`src/rtl/reu_dma_seq.sv`:
```
// REU DMA transfer sequencer.
// Runs one programmed transfer: waits for Execute (optionally until a CPU
// write to $FF00), requests the C64 bus with nDMA, then moves one byte per
// PHI2 cycle between C64 and REU RAM (stash, fetch, swap or verify). All
// address and length counting lives in the register file; this block only
// issues the increment, end and verify-error strobes back to it.
// State advances on the falling edge of PHI2, the same edge the register
// file uses, so the combinational strobes are consumed on the edge that
// moves this sequencer on.

module reu_dma_seq (
  input  logic       PHI2,
  input  logic       nReset,
  input  logic       Execute,
  input  logic       FF00Decode,
  input  logic       FF00Wr,
  input  logic [1:0] XferType,
  input  logic       Length1,
  input  logic       BA,
  input  logic [7:0] CDataIn,
  input  logic [7:0] RDataIn,
  output logic [7:0] CDataOut,
  output logic [7:0] RDataOut,
  output logic       CRd,
  output logic       CWr,
  output logic       RRd,
  output logic       RWr,
  output logic       nDMA,
  output logic       NextCA,
  output logic       NextREUA,
  output logic       XferEnd,
  output logic       VerifyErr,
  output logic       Busy
);

  // Transfer type encodings as programmed in the command register.
  localparam logic [1:0] XT_STASH  = 2'b00;
  localparam logic [1:0] XT_FETCH  = 2'b01;
  localparam logic [1:0] XT_SWAP   = 2'b10;
  localparam logic [1:0] XT_VERIFY = 2'b11;

  typedef enum logic [2:0] {
    IDLE   = 3'd0,
    ARM    = 3'd1,
    REQ    = 3'd2,
    XFER   = 3'd3,
    SWAPWR = 3'd4
  } stateT;

  stateT      stateR;
  stateT      nextStateS;
  logic [1:0] xtR;
  logic [7:0] holdCR;
  logic [7:0] holdRR;
  logic       byteDoneS;
  logic       captureHoldS;

  // Verify compare between the C64 byte and the REU byte.
  function automatic logic bytesMatch(input logic [7:0] cByte, input logic [7:0] rByte);
    bytesMatch = (cByte == rByte);
  endfunction

  // True for every state in which the C64 bus is held via nDMA.
  function automatic logic ownsBus(input stateT st);
    ownsBus = (st == REQ) || (st == XFER) || (st == SWAPWR);
  endfunction

  // Next-state decode plus combinational bus enables, data routing and strobes.
  always_comb begin
    nextStateS   = stateR;
    CRd          = 1'b0;
    CWr          = 1'b0;
    RRd          = 1'b0;
    RWr          = 1'b0;
    CDataOut     = 8'h00;
    RDataOut     = 8'h00;
    NextCA       = 1'b0;
    NextREUA     = 1'b0;
    XferEnd      = 1'b0;
    VerifyErr    = 1'b0;
    byteDoneS    = 1'b0;
    captureHoldS = 1'b0;

    case (stateR)
      IDLE: begin
        if (Execute) begin
          if (FF00Decode) begin
            nextStateS = ARM;
          end else begin
            nextStateS = REQ;
          end
        end else begin
          nextStateS = IDLE;
        end
      end

      ARM: begin
        // Dropping Execute cancels the armed transfer, even on the $FF00 write cycle.
        if (!Execute) begin
          nextStateS = IDLE;
        end else if (FF00Wr) begin
          nextStateS = REQ;
        end else begin
          nextStateS = ARM;
        end
      end

      REQ: begin
        // One cycle with nDMA low and no access, so the CPU has released the bus.
        nextStateS = XFER;
      end

      XFER: begin
        if (BA) begin
          case (xtR)
            XT_STASH: begin
              CRd       = 1'b1;
              RWr       = 1'b1;
              RDataOut  = CDataIn;
              byteDoneS = 1'b1;
            end
            XT_FETCH: begin
              RRd       = 1'b1;
              CWr       = 1'b1;
              CDataOut  = RDataIn;
              byteDoneS = 1'b1;
            end
            XT_SWAP: begin
              // Read both sides now, write them crossed over in SWAPWR.
              CRd          = 1'b1;
              RRd          = 1'b1;
              captureHoldS = 1'b1;
              nextStateS   = SWAPWR;
            end
            XT_VERIFY: begin
              CRd = 1'b1;
              RRd = 1'b1;
              if (bytesMatch(CDataIn, RDataIn)) begin
                byteDoneS = 1'b1;
              end else begin
                // A mismatch stops the transfer without advancing addresses.
                VerifyErr  = 1'b1;
                nextStateS = IDLE;
              end
            end
            default: begin
              nextStateS = IDLE;
            end
          endcase
        end else begin
          // VIC owns this cycle: hold everything, keep nDMA asserted.
          nextStateS = XFER;
        end
      end

      SWAPWR: begin
        if (BA) begin
          CWr       = 1'b1;
          RWr       = 1'b1;
          CDataOut  = holdRR;
          RDataOut  = holdCR;
          byteDoneS = 1'b1;
        end else begin
          nextStateS = SWAPWR;
        end
      end

      default: begin
        nextStateS = IDLE;
      end
    endcase

    // A completed byte always advances both address counters; the last byte also ends.
    if (byteDoneS) begin
      NextCA   = 1'b1;
      NextREUA = 1'b1;
      if (Length1) begin
        XferEnd    = 1'b1;
        nextStateS = IDLE;
      end else begin
        nextStateS = XFER;
      end
    end else begin
      NextCA   = 1'b0;
      NextREUA = 1'b0;
    end
  end

  // Sequencer state, latched transfer type, swap holding bytes and registered nDMA/Busy.
  always_ff @(negedge PHI2 or negedge nReset) begin
    if (!nReset) begin
      stateR <= IDLE;
      xtR    <= 2'b00;
      holdCR <= 8'h00;
      holdRR <= 8'h00;
      nDMA   <= 1'b1;
      Busy   <= 1'b0;
    end else begin
      stateR <= nextStateS;
      nDMA   <= !ownsBus(nextStateS);
      Busy   <= (nextStateS != IDLE);

      // Freeze the transfer type when leaving IDLE; later register writes wait.
      if ((stateR == IDLE) && (nextStateS != IDLE)) begin
        xtR <= XferType;
      end else begin
        xtR <= xtR;
      end

      if (captureHoldS) begin
        holdCR <= CDataIn;
        holdRR <= RDataIn;
      end else begin
        holdCR <= holdCR;
        holdRR <= holdRR;
      end
    end
  end

endmodule

```
`config.mk`:
```
export PLATFORM = sky130hd
export DESIGN_NAME = reu_dma_seq
export DESIGN_NICKNAME = d
export VERILOG_FILES = /design/src/rtl/reu_dma_seq.sv
export SDC_FILE = /design/constraint.sdc
export NUM_CORES = 1
export LEC_CHECK = 0
export CAP_MARGIN = 15
export CORE_MARGIN = 2
export CORE_UTILIZATION = 40
export DETAILED_ROUTE_END_ITERATION = 8
export DONT_BUFFER_PORTS = 1
export RECOVER_POWER = 100
export SKIP_CTS_REPAIR_TIMING = 1
export SYNTH_ARGS = -nofsm -noshare
export SYNTH_HDL_FRONTEND = slang
export SYNTH_SLANG_ARGS = --single-unit
```
`constraint.sdc`:
```
create_clock -name PHI2 -period 2.2 [get_ports PHI2]
set_input_delay 0.11 -clock PHI2 [delete_from_list [all_inputs] [get_ports PHI2]]
set_output_delay 0.11 -clock PHI2 [all_outputs]
set_load 0.05 [all_outputs]
```
==> metrics.yaml <==
power:
  combPwrFrac: 0.526
  p_leak_uw: 0.0008895
  seqPwrFrac: 0.384
  power.density_nw_per_um2: 1138
  intPower_uw: 1321
  swShare: 0.4147
  finalPower_uw: 2257
  clkPwrFrac: 0.090
  ir_drop_v: 0.0006321
  p_switching_uw: 936.0
synth:
  yosys.area_share.simple: 0.1426
  syn-mean-instance-area_sq_um: 11.17
  synth_xor_xnor_area_share: 0.04899
  ys_ff_latch: 23
  async_reset_ff_frac: 1.000
  synth_top_family_by_area: "compound AO/OA/AOI/OAI gates"
  synth_area_sq_um: 1430
  syn_nets: 153
  synth_edf_count: 0
  syn_inst: 128
  seq_area_frac_synth: 0.4033
  synthFlopType: "dfrtn_1"
  synth_adder_area_share: 0
  ys_types: 40
  synth_compound_area_frac: 0.1872
  ys_warn_count: 0
  muxShareOfSynthArea: 0.1575
clock_network:
  clock-sinks: 23
  cts_max_level: 1
  clk_path_buf_depth: 2
  clkLatencyLatePin_ns: 0.36
  root_buffer: "clkbuf_4"
  cts_tree: "done"
  path_clk_slew_ns: 0.08
  cts_buffers: 3
grt:
  grtUsageTotal: 0.1762
  grt_overflow: 0
  grt_max_degree: 24
  grt_pass1_wl_um: 5699
  antenna_found_initial: 0
  grt_pass1_vias: 1175
critical_path:
  crit_family: "flip-flops"
  cp-start-kind: "register"
  crit_chain: "nor2_2, and3_4, buf_8, a31o_4, and2_4"
  cpMaxStageDelayCell: "dfrtn_1"
  critPathBufInv: 1
  cp.required_ns: 2.09
  path_class: "register to output pin"
  path_max_fanout: 9
  crit_arrival_ns: 2.73
  end_kind: "output pin"
  cpPeakStageDelay_ns: 0.51
layout:
  nets: 178
  seqCellArea_sq_um: 576.8
  fill_cells: 289
  n_antenna_cell: 0
  mostFrequentLayoutCell: "dfrtn_1"
  final_cells: 198
  drive_gt1_frac: 0.5395
  syn_to_final_growth_pct: 38.67
  multi_input_area_sq_um: 1010
  layout_common_cells: "22 x dfrtn_1, 16 x a22o_4, 16 x mux2_4"
placement:
  numPortBuffers: 0
  dp.cells: 191
  place_ws_ns: -0.3322
  globalplace.congestion: 0.8428
  post-dp-hpwl_um: 2502
sta:
  whs_ns: 0.3949
  slew_headroom: 0.7815
  final-setup-viol-count: 41
  fin_ws_ns: -0.6391
  maxSlewViolCount: 0
  skew_ns: 0.05840
  tightest_slew_ns: 0.3278
  rsz0062_at_grt: "true"
  hold_viol: 0
route:
  drt_wl_total_um: 3617
  routedWlPerCell_um: 18.27
  drc: 0
  drt-initial-drc-count: 48
  vias: 1124
  firstDrtPassIters: 4
  ant_nets: 0
  vias_per_cell: 5.677
floorplanning:
  initial_core_util: 0.4219
  coreArea_sq_um: 3390
  fp.dieW_um: 63.80
  ios: 51
  die_h_um: 63.80
  die-area_sq_um: 4070
  row_count: 21
status:
  violations: "negative setup slack"
  status: "finished, violations left"
run:
  cap_viol_max_count: 0
worst_hold_path:
  hold_class: "input pin to output pin"
[state kept, by name, indices dropped and copies added (netlist names)]
| name | count |
|---|---|
| Busy | 1 |
| xtR | 2 |
| holdRR | 8 |
| holdCR | 8 |
| stateR | 3 |
| nDMA | 1 |
[logic make-up (layout without fill, tap and decap cells)]
family                 Yosys count  count (layout)
AO/OA/AOI/OAI                   36              36
AND/OR/NAND/NOR                 31              31
flip-flops                      23              23
multiplexers                    17              17
buffers and inverters           13              37
XOR/XNOR                         8               8
[Yosys cell counts, types with 3 or more instances]
cell / n / share of area
mux2_2: 8 / 0.063
a21oi_1: 5 / 0.017
dfrtn_1: 22 / 0.38
nor2_1: 3 / 0.0079
buf_2: 4 / 0.014
nand2_1: 7 / 0.018
o21ai_0: 6 / 0.021
mux2_4: 9 / 0.094
a22o_1: 16 / 0.098
inv_1: 3 / 0.0079
nor3_1: 3 / 0.010
xnor2_1: 8 / 0.049
[final cells by class]
type                    count  area share
repair buffers             30      0.1521
well taps                  46     0.02902
multi-input cells          92      0.5091
flip-flops and latches     23      0.2909
clock buffers               4     0.01325
inverters                   2    0.003785
clock inverters             1    0.001893
[metrics by stage]
stage	TNS, ns	utilization	area, sq um
after floorplan	-13.89	-	1538
after global placement	-8.265	0.5179	1755
after detailed placement	-8.430	0.5179	1755
after CTS	-14.47	0.5257	1782
after global routing	-17.58	0.5851	1983
final	-15.00	0.5851	1983
[worst reg2reg max path, delay by kind of cell (launching register included)]
family        cells  cell delay [ns]
simple gates      1             0.14
flops             1             0.55
mux               1             0.34
buf+inv           4             0.78
[routing by layer]
layer | wire [um] | global-route usage
met1 | 1567 | 0.2375
met2 | 1791 | 0.2813
met3 | 191 | 0.03873
met4 | 67 | 0.05707
met5 | 0 | 0
[power by group through the flow]
| stage | sequential [uW] | combinational, uW | clock [uW] |
|---|---|---|---|
| floorplan | 795 | 860 | 5.69 |
| global placement | 817 | 1060 | 5.69 |
| detailed placement | 823 | 1080 | 5.69 |
| CTS | 823 | 1080 | 212 |
| global route | 893 | 1260 | 230 |
| finish | 867 | 1190 | 203 |
[final timing paths]
path,to,from,depth (start not counted),slack [ns]
worst max-delay path,XferEnd,stateR[0]$_DFF_NN0_,5,-0.64
worst min-delay path,XferEnd,Length1,1,0.39
worst max register to register,holdCR[0]$_DFFE_NN0P_,xtR[1]$_DFFE_NN0P_,6,0.25
worst min register to register,holdCR[3]$_DFFE_NN0P_,holdCR[3]$_DFFE_NN0P_,1,0.49
max in group asynchronous,nDMA$_DFF_NN1_,nReset,0,1.48
min in group asynchronous,holdCR[7]$_DFFE_NN0P_,nReset,0,0.47
Power figures use the tool's default switching activity.
